[src/rtl/data_mem_responder_pkg.sv]
// Shared types for the data-memory responder: FSM state encoding and wait-counter sizing.
package data_mem_responder_pkg;

    localparam int MR_MAX_WAIT_STATES = 15;
    localparam int MR_WAIT_CNT_W      = $clog2(MR_MAX_WAIT_STATES + 1);

    typedef enum logic [1:0] {
        MR_IDLE    = 2'd0,
        MR_ACCESS  = 2'd1,
        MR_RESPOND = 2'd2
    } mem_resp_state_t;

    function automatic logic addr_out_of_range(input logic [31:0] addr, input int unsigned depth);
        return (addr >= depth);
    endfunction

endpackage

[src/rtl/data_mem_responder_if.sv]
// Request/response bus between the CPU memory-access state (master) and the data-memory responder (slave).
interface data_mem_responder_if #(
    parameter int ADDR_WIDTH = 8,
    parameter int DATA_WIDTH = 16
);
    logic                  req_valid;
    logic                  req_write;
    logic [ADDR_WIDTH-1:0] req_addr;
    logic [DATA_WIDTH-1:0] req_wdata;
    logic                  req_ready;
    logic                  resp_valid;
    logic [DATA_WIDTH-1:0] resp_rdata;
    logic                  resp_error;
    logic                  busy;

    modport master (
        output req_valid, req_write, req_addr, req_wdata,
        input  req_ready, resp_valid, resp_rdata, resp_error, busy
    );

    modport slave (
        input  req_valid, req_write, req_addr, req_wdata,
        output req_ready, resp_valid, resp_rdata, resp_error, busy
    );
endinterface

[src/rtl/data_mem_responder_sp_ram.sv]
// Single-port storage array: synchronous write, combinational read, no reset on contents.
module sp_ram #(
    parameter int DEPTH = 256,
    parameter int WIDTH = 16,
    parameter int AW    = (DEPTH > 1) ? $clog2(DEPTH) : 1
) (
    input  logic             clk,
    input  logic             we,
    input  logic [AW-1:0]    addr,
    input  logic [WIDTH-1:0] wdata,
    output logic [WIDTH-1:0] rdata
);
    logic [WIDTH-1:0] mem [DEPTH];

    // Array write port
    always_ff @(posedge clk) begin
        if (we) begin
            mem[addr] <= wdata;
        end
    end

    assign rdata = mem[addr];
endmodule

[src/rtl/data_mem_responder.sv]
// Data-memory responder: one request at a time, WAIT_STATES hold cycles, one-cycle response pulse.
// Optional MEM_RESP_FAULT_EN: array shrinks to MEM_DEPTH words and higher addresses fault.
module data_mem_responder
    import data_mem_responder_pkg::*;
#(
    parameter int ADDR_WIDTH  = 8,
    parameter int DATA_WIDTH  = 16,
    parameter int WAIT_STATES = 2,
    parameter int MEM_DEPTH   = 192
) (
    input  logic               clk,
    input  logic               reset,
    data_mem_responder_if.slave bus
);
`ifdef MEM_RESP_FAULT_EN
    localparam int RAM_DEPTH = MEM_DEPTH;
`else
    localparam int RAM_DEPTH = 2 ** ADDR_WIDTH;
`endif
    localparam int RAM_AW = (RAM_DEPTH > 1) ? $clog2(RAM_DEPTH) : 1;

    if (WAIT_STATES < 0 || WAIT_STATES > MR_MAX_WAIT_STATES ||
        MEM_DEPTH < 1 || MEM_DEPTH > 2 ** ADDR_WIDTH) begin : g_cfg_check
        $error("data_mem_responder: illegal WAIT_STATES or MEM_DEPTH");
    end

    mem_resp_state_t          state_q, state_d;
    logic [MR_WAIT_CNT_W-1:0] wait_cnt_q, wait_cnt_d;
    logic                     wr_q, wr_d;
    logic [ADDR_WIDTH-1:0]    addr_q, addr_d;
    logic [DATA_WIDTH-1:0]    wdata_q, wdata_d;
    logic [DATA_WIDTH-1:0]    resp_rdata_q, resp_rdata_d;
    logic                     resp_error_q, resp_error_d;
    logic                     fault_s;
    logic                     ram_we_s;
    logic [DATA_WIDTH-1:0]    ram_rdata_s;

`ifdef MEM_RESP_FAULT_EN
    assign fault_s = addr_out_of_range(32'(addr_q), MEM_DEPTH);
`else
    assign fault_s = 1'b0;
`endif

    // FSM state register
    always_ff @(posedge clk) begin
        if (reset) begin
            state_q <= MR_IDLE;
        end else begin
            state_q <= state_d;
        end
    end

    // Wait counter, request latch and response registers
    always_ff @(posedge clk) begin
        if (reset) begin
            wait_cnt_q   <= {MR_WAIT_CNT_W{1'b0}};
            wr_q         <= 1'b0;
            addr_q       <= {ADDR_WIDTH{1'b0}};
            wdata_q      <= {DATA_WIDTH{1'b0}};
            resp_rdata_q <= {DATA_WIDTH{1'b0}};
            resp_error_q <= 1'b0;
        end else begin
            wait_cnt_q   <= wait_cnt_d;
            wr_q         <= wr_d;
            addr_q       <= addr_d;
            wdata_q      <= wdata_d;
            resp_rdata_q <= resp_rdata_d;
            resp_error_q <= resp_error_d;
        end
    end

    // Next-state, latch and commit decisions
    always_comb begin
        state_d      = state_q;
        wait_cnt_d   = wait_cnt_q;
        wr_d         = wr_q;
        addr_d       = addr_q;
        wdata_d      = wdata_q;
        resp_rdata_d = resp_rdata_q;
        resp_error_d = resp_error_q;
        ram_we_s     = 1'b0;
        case (state_q)
            MR_IDLE: begin
                if (bus.req_valid) begin
                    state_d    = MR_ACCESS;
                    wait_cnt_d = MR_WAIT_CNT_W'(WAIT_STATES);
                    wr_d       = bus.req_write;
                    addr_d     = bus.req_addr;
                    wdata_d    = bus.req_wdata;
                end else begin
                    state_d = MR_IDLE;
                end
            end
            MR_ACCESS: begin
                if (|wait_cnt_q) begin
                    wait_cnt_d = wait_cnt_q - MR_WAIT_CNT_W'(1'b1);
                end else begin
                    state_d      = MR_RESPOND;
                    // Reset on the commit edge must still leave the array untouched
                    ram_we_s     = wr_q & ~fault_s & ~reset;
                    resp_error_d = fault_s;
                    if (wr_q) begin
                        resp_rdata_d = wdata_q;
                    end else if (fault_s) begin
                        resp_rdata_d = {DATA_WIDTH{1'b0}};
                    end else begin
                        resp_rdata_d = ram_rdata_s;
                    end
                end
            end
            MR_RESPOND: begin
                state_d = MR_IDLE;
            end
            default: begin
                state_d = MR_IDLE;
            end
        endcase
    end

    // Status outputs decoded from state only
    always_comb begin
        bus.req_ready  = (state_q == MR_IDLE);
        bus.busy       = (state_q != MR_IDLE);
        bus.resp_valid = (state_q == MR_RESPOND);
    end

    assign bus.resp_rdata = resp_rdata_q;
    assign bus.resp_error = resp_error_q;

    sp_ram #(
        .DEPTH (RAM_DEPTH),
        .WIDTH (DATA_WIDTH)
    ) u_ram (
        .clk   (clk),
        .we    (ram_we_s),
        .addr  (addr_q[RAM_AW-1:0]),
        .wdata (wdata_q),
        .rdata (ram_rdata_s)
    );
endmodule
[src/flat_wrapper.sv]
// flat-port wrapper written by rule: the top's interface ports become plain ports
module data_mem_responder_flat import data_mem_responder_pkg::*;
#(
    parameter int ADDR_WIDTH  = 8,
    parameter int DATA_WIDTH  = 16,
    parameter int WAIT_STATES = 2,
    parameter int MEM_DEPTH   = 192
)
  (clk, reset, bus_req_valid, bus_req_write, bus_req_addr, bus_req_wdata, bus_req_ready, bus_resp_valid, bus_resp_rdata, bus_resp_error, bus_busy);
  data_mem_responder_if #(.ADDR_WIDTH(ADDR_WIDTH), .DATA_WIDTH(DATA_WIDTH)) bus_i ();
  input  logic clk;
  input  logic reset;
  input wire logic [$bits(bus_i.req_valid)-1:0] bus_req_valid;
  input wire logic [$bits(bus_i.req_write)-1:0] bus_req_write;
  input wire logic [$bits(bus_i.req_addr)-1:0] bus_req_addr;
  input wire logic [$bits(bus_i.req_wdata)-1:0] bus_req_wdata;
  output wire logic [$bits(bus_i.req_ready)-1:0] bus_req_ready;
  output wire logic [$bits(bus_i.resp_valid)-1:0] bus_resp_valid;
  output wire logic [$bits(bus_i.resp_rdata)-1:0] bus_resp_rdata;
  output wire logic [$bits(bus_i.resp_error)-1:0] bus_resp_error;
  output wire logic [$bits(bus_i.busy)-1:0] bus_busy;
  assign bus_i.req_valid = bus_req_valid;
  assign bus_i.req_write = bus_req_write;
  assign bus_i.req_addr = bus_req_addr;
  assign bus_i.req_wdata = bus_req_wdata;
  assign bus_req_ready = bus_i.req_ready;
  assign bus_resp_valid = bus_i.resp_valid;
  assign bus_resp_rdata = bus_i.resp_rdata;
  assign bus_resp_error = bus_i.resp_error;
  assign bus_busy = bus_i.busy;
  data_mem_responder #(.ADDR_WIDTH(ADDR_WIDTH), .DATA_WIDTH(DATA_WIDTH), .WAIT_STATES(WAIT_STATES), .MEM_DEPTH(MEM_DEPTH)) u_core (.clk(clk), .reset(reset), .bus(bus_i));
endmodule
[config.mk]
export PLATFORM = sky130hd
export DESIGN_NAME = data_mem_responder_flat
export DESIGN_NICKNAME = d
export VERILOG_FILES = /design/src/rtl/data_mem_responder_pkg.sv /design/src/rtl/data_mem_responder_if.sv /design/src/rtl/data_mem_responder_sp_ram.sv /design/src/rtl/data_mem_responder.sv /design/src/flat_wrapper.sv
export SDC_FILE = /design/constraint.sdc
export NUM_CORES = 2
export LEC_CHECK = 0
export ABC_CLOCK_PERIOD_IN_PS = 13100
export CAP_MARGIN = 20
export CORE_ASPECT_RATIO = 0.9
export CORE_MARGIN = 1
export CORE_UTILIZATION = 30
export CTS_BUF_LIST = sky130_fd_sc_hd__clkbuf_8
export CTS_CLUSTER_DIAMETER = 30
export DETAILED_ROUTE_END_ITERATION = 16
export PLACE_DENSITY = 0.5
export RECOVER_POWER = 25
export REMOVE_ABC_BUFFERS = 1
export SETUP_SLACK_MARGIN = 0.05
export SKIP_LAST_GASP = 1
export SLEW_MARGIN = 10
export SYNTH_ARGS = -nofsm -noshare
export SYNTH_HDL_FRONTEND = slang
export SYNTH_HIERARCHICAL = 1
export SYNTH_SLANG_ARGS = --single-unit
[constraint.sdc]
create_clock -name clk -period 13.1 [get_ports clk]
set_input_delay 3.275 -clock clk [delete_from_list [all_inputs] [get_ports clk]]
set_output_delay 3.275 -clock clk [all_outputs]
set_load 0.05 [all_outputs]
# == Yosys cells after proc, flatten, opt, wreduce, memory -nomap -nowiden ==
# Memory sizes are Yosys's and may differ from the RTL's. A register that Yosys moved wholly into a read port is not among the register bits.
# Cells that the tools add are included.
# totals
regBits,31
latchBits,0
ramBits,4096
rom_bits,0
in_bits,28
wordCells,32
mem_count,1
# memory_table
memory,words,word_bits,rd,rd_clocked_by_memory_dff,wr,line_no,rtl
u_core.u_ram.mem,256,16,1,1,1,data_mem_responder_sp_ram.sv:13,logic [WIDTH-1:0] mem [DEPTH];
# op_classes
addsub,1
multipliers,0
div_mod_pow,0
magnitude_cmp,0
eq_ne,5
n_shift,0
mux,10
bitwise_logic,3
reduce_logical,7
# ops
cell,n
2-to-1 mux 4 bit,2
case mux 4 bit (2 select lines),1
2-to-1 mux 1 bit,5
inequality test 2 bit (second input constant),2
case mux 2 bit (2 select lines),1
AND reduction 2 bit,2
nonzero test 2 bit,2
OR reduction 4 bit,1
subtractor 4 x 1 -> 4 bit (second input constant),1
AND reduction 3 bit,1
equality test 2 x 1 -> 1 bit (second input constant),1
equality test 2 bit (second input constant),1
logical NOT 2 bit,1
2-to-1 mux 2 bit,1
inequality test 2 x 1 -> 1 bit (second input constant),1
NOT 1 bit,2
AND 1 bit,1

# == Logic depth before layout (Yosys ltp) ==
# depth
word_depth,6
depth_mapped,12
depth_no_buf,9

# == Modules after synthesis ==
# Netlist, hierarchy kept.
# modules_own_cells
mod,instances,cells_each,area_each_um2,seq_area_each_um2
sp_ram,1,6711,155078.7,122998.0
data_mem_responder,1,228,2080.7,940.9

# == Least setup slack after synthesis ==
# OpenSTA, ideal clock, no wires.
# synth_path
path_type,in2reg
from,input reset
to,"memory u_core.u_ram.mem[155][0], enable pin"
t_arrival_ns,5.697
path_slack_ns,6.993
stages,6
path_cell_list,clkbuf_1 > nor3b_1 > buf_1 > nand3_1 > clkbuf_1 > nor3_1
# synth_via
elab_chain_len,6
# synth_rtl
element,line_no,rtl
"start, declared",flat_wrapper.sv:12,input logic reset;
NOT 1 bit,data_mem_responder.sv:100,ram_we_s = wr_q & ~fault_s & ~reset;
AND 1 bit,data_mem_responder.sv:100,
2-to-1 mux 1 bit,data_mem_responder.sv:95,if (|wait_cnt_q) begin
2-to-1 mux 1 bit,data_mem_responder.sv:82,case (state_q)
via u_core.ram_we_s,data_mem_responder.sv:35,logic ram_we_s;
2-to-1 mux 1 bit,data_mem_responder_sp_ram.sv:17,if (we) begin
2-to-1 mux 1 bit (implied by the code),data_mem_responder_sp_ram.sv:18,mem[addr] <= wdata;
"end, declared",data_mem_responder_sp_ram.sv:13,
# The timed path passes the listed nets, and every way through them passes these cells.

# == Worst setup path in the final report ==
# layout_path
from,register u_core.wdata_q[14]
to,memory u_core.u_ram.mem[87][14] (data pin)
# layout_rtl
element,line_no,rtl
"start, declared",data_mem_responder.sv:31,"logic [DATA_WIDTH-1:0] wdata_q, wdata_d;"
"start signal, assigned",data_mem_responder.sv:59,wdata_q <= {DATA_WIDTH{1'b0}};
"start signal, assigned",data_mem_responder.sv:66,wdata_q <= wdata_d;
# Straight into the memory's write port.

==> impl_metrics.toml <==
[worst_setup_path]
cp_slowest_cell = "clkbuf_1"
critical-path-max-stage-delay_ns = 2.89
dominant_delay_contributor_by_cell_family_on_the_critical_path = "buffers and inverters"
worst_setup_path_end_kind = "register"
worst_ep_arrival_time_ns = 7.62
rr_endpoint = "u_core/u_ram/mem[87][14]"
worstSetupPathDepth = 3
cp-startpoint = "u_core/wdata_q[14]"
rrSetupSlack_ns = 6.33
worst_setup_path_endpoint = "u_core/u_ram/mem[87][14]"
cp_data_required_time_ns = 13.95
worstSetupPathType = "reg2reg"
critPathLaunchType = "register"
timing.critical_path.buf_inv = 3
crit-reg2reg-launch = "u_core/wdata_q[14]"
critical_path.cell_chain = "clkbuf_1 -> buf_4 -> buf_4"
timing.reg2reg.worst_path_depth = 3
timing.critical_path.fanout_max = 69
critical_path.most_common_cell = "buf_4"

[timing]
max_freq_mhz = 148
report.final.hold_viol_count = 0
worst_slew_pin_slew_ns = 4.44
totalNegativeSetupSlack_ns = 0
postLayoutSetupSlackWorst_ns = 6.33
timing.max_slew.rel_slack_pct = -196
setup_viol_count_final = 0
setup_repair_after_global_routing_missed_its_margin = "false"
slew_viol_final = 2201
final.setup_skew_ns = 0.0963
finalCriticalPeriod_ns = 6.77
timing.final.crit_share_pct = 51.6
holdWs_ns = 0.539

[synth]
synthDominantAreaCellType = "edfxtp_1"
ys_top_cells_by_area = "edfxtp_1 78%, mux4_2 15%, a22oi_1 2.4%"
synth_largest_type_area_fraction_pct = 78.3
synthesis.area_per_instance_um2 = 22.6
netlist_instances = 6939
synth-warning-count = 6
ys_top_cells_by_count = "4096 x edfxtp_1, 1024 x mux4_2, 512 x a22oi_1"
synth-edff-count = 4096
synth.cell_area_um2 = 157000
seq_area_frac_synth_pct = 78.9
synth_most_common_cell = "edfxtp_1"
synthesized_flop_and_latch_total = 4143
postSynth.asyncResetShare_pct = 0
synth-main-ff-cell = "edfxtp_1"
synth.lib_cells_used.distinct = 42

[clock_tree]
clkSlewWorstSetupHoldPaths_ns = 0.06
cts_buffers = 847
number_of_instances_resized_during_post_cts_repair = 0
cts_hold_buffers = 0
cts_sinks = 4143
tritoncts_clock_tree = "done"
clock-root-buffer = "clkbuf_8"
clock_tree.htree_level_count = 6
clkLatencyLatePin_ns = 1.26
post-cts-setup-buffer-count = 0
ctsLongestPathBuffers = 4

[global_routing]
pin_count_of_the_biggest_net_entering_global_routing = 152
groute.layer.met3.usage_pct = 3.17
global_route.usage.total_pct = 16.3
grt_pass1_vias = 80300
global_route_met1_usage_pct = 22.4
groute.layer.met2.usage_pct = 26.2
grt_overflow_total = 0
wire_length_of_the_first_global_routing_pass_mm = 617
busiest_layer = "met2"
antenna_found_initial = 18

[power_and_ir_drop]
power.leakage_nw = 58.1
ir_drop_v = 0.000122
power.density_cell_area_nw_per_um2 = 168

[placement]
gpl.final_weighted_congestion = 0.823
post-dp-hpwl_mm = 261
io_buffer_count = 46
detailedPlace.worstSlack_ns = 6.05
detailed_place.area_um2 = 168000

[route]
drt-total-wl_mm = 442
avgViaCountPerCell = 5.02
vias = 77500
drt_drc_violations_left = 0
drt_pre_antenna_iters = 5
drt-initial-drc-count = 8371
drtAntennaViolNets = 0
wire_per_inst_um = 28.6

[status]
outcome = "finished, violations left"
violations = "capacitance limit, slew limit"

[floorplan]
core-area_um2 = 520000
placement_rows = 251
chipHeight_um = 689
ioPinCount = 48
chipWidth_um = 765
die_area_um2 = 527000
effective_utilization_at_floorplan_pct = 30.2

[job]
max-cap-violations = 37

[final_layout]
nets = 7783
drive_gt1_share_pct = 33.4
fill_cells = 47600
postLayoutCellArea_um2 = 187000
layout-area-overhead-vs-synth_pct = 19.0

[worst_hold_path]
type_of_the_worst_min_delay_path = "reg2reg"
[routing by layer]
layer	wire length [um]	up-vias	part of all wire (%)
met3	30500	635	6.9
met2	211000	2956	48
met4	14000	4	3.2
met5	23	-	0.0052
li1	-	31700	-
met1	187000	42200	42
[cell type report]
cell class | count | area, um2 | area share (%)
Sequential cell | 4143 | 124000 | 66.3
Multi-Input combinational cell | 2351 | 31900 | 17.1
Clock buffer | 850 | 11700 | 6.26
Tap cell | 6957 | 8700 | 4.65
Clock inverter | 717 | 7460 | 3.99
Timing Repair Buffer | 407 | 3250 | 1.74
Antenna cell | 9 | 22.5 | 0.0120
Inverter | 4 | 15.0 | 0.00803
[cells by family (layout without fill, tap and decap cells)]
group                    after synthesis  in the layout  share of synthesized area [%]
adder cells (fa/ha/maj)                1              1                        0.00796
other                                  1             10                        0.00239
AO/OA/AOI/OAI                        899            899                           3.90
AND/OR/NAND/NOR                      410            410                           1.12
multiplexers                        1040           1040                           14.8
flip-flops                          4143           4143                           78.9
buffers and inverters                445           1978                           1.33
[layout by cell type, fill, tap and decap left out, types with 16 or more instances in the layout]
cell and instances:
o41ai_1 41, inv_1 126, edfxtp_1 4096, clkinv_1 146, clkinv_2 127, dfxtp_1 44
clkdlybuf4s50_1 45, bufinv_16 129, a22oi_1 512, nor2_2 74, buf_4 312, clkbuf_1 27
nand2_1 71, clkbuf_8 850, clkinv_4 46, inv_6 16, nor3_2 30, clkinvlp_4 87
mux2i_1 16, nand4_1 16, nor2_1 161, mux4_2 1024, a21oi_1 300
[per-stage QoR]
| stage | std cells | utilization, % | total power, mW |
|---|---|---|---|
| final | 15400 | 35.9 | 31.5 |
| after global routing | 15400 | 35.9 | 32.5 |
| after CTS | 15400 | 36.0 | 31.8 |
| after detailed placement | 13900 | 32.3 | 16.9 |
| after global placement | 13900 | 32.3 | 16.9 |
| after floorplan | 6498 | - | 17.7 |
[flip-flops by register name (all words and copies together) (netlist names)]
register               count
u_core/addr_q              8
u_core/bus.resp_rdata     16
u_core/state_q             2
u_core/u_ram/mem        4096
u_core/wait_cnt_q          4
u_core/wdata_q            16
u_core/wr_q                1
[worst min-delay path, cell delays in order (launching register included)]
cell     delay (ns)
dfxtp_1        0.34
o21ai_0        0.09
a21oi_1        0.06
[power breakdown]
group	leakage, nW	internal, mW	switching, mW
Combinational	9.61	0.572	1.24
Clock	9.93	8.79	6.09
Sequential	38.6	14.7	0.0925
Total	58.1	24.1	7.42
[worst min-delay path by stage]
stage | start | to | slack [ns] | depth (start not counted)
after global placement | u_core/wait_cnt_q[0] | u_core/wait_cnt_q[0] | 0.49 | 2
after global routing | u_core/wait_cnt_q[0] | u_core/wait_cnt_q[0] | 0.56 | 2
after detailed placement | u_core/wait_cnt_q[0] | u_core/wait_cnt_q[0] | 0.52 | 2
after floorplan | u_core/addr_q[7] | u_core/addr_q[7] | 0.46 | 2
after CTS | u_core/wait_cnt_q[0] | u_core/wait_cnt_q[0] | 0.53 | 2
final | u_core/wait_cnt_q[0] | u_core/wait_cnt_q[0] | 0.54 | 2
No activity file was read; power rests on OpenSTA's default activity.
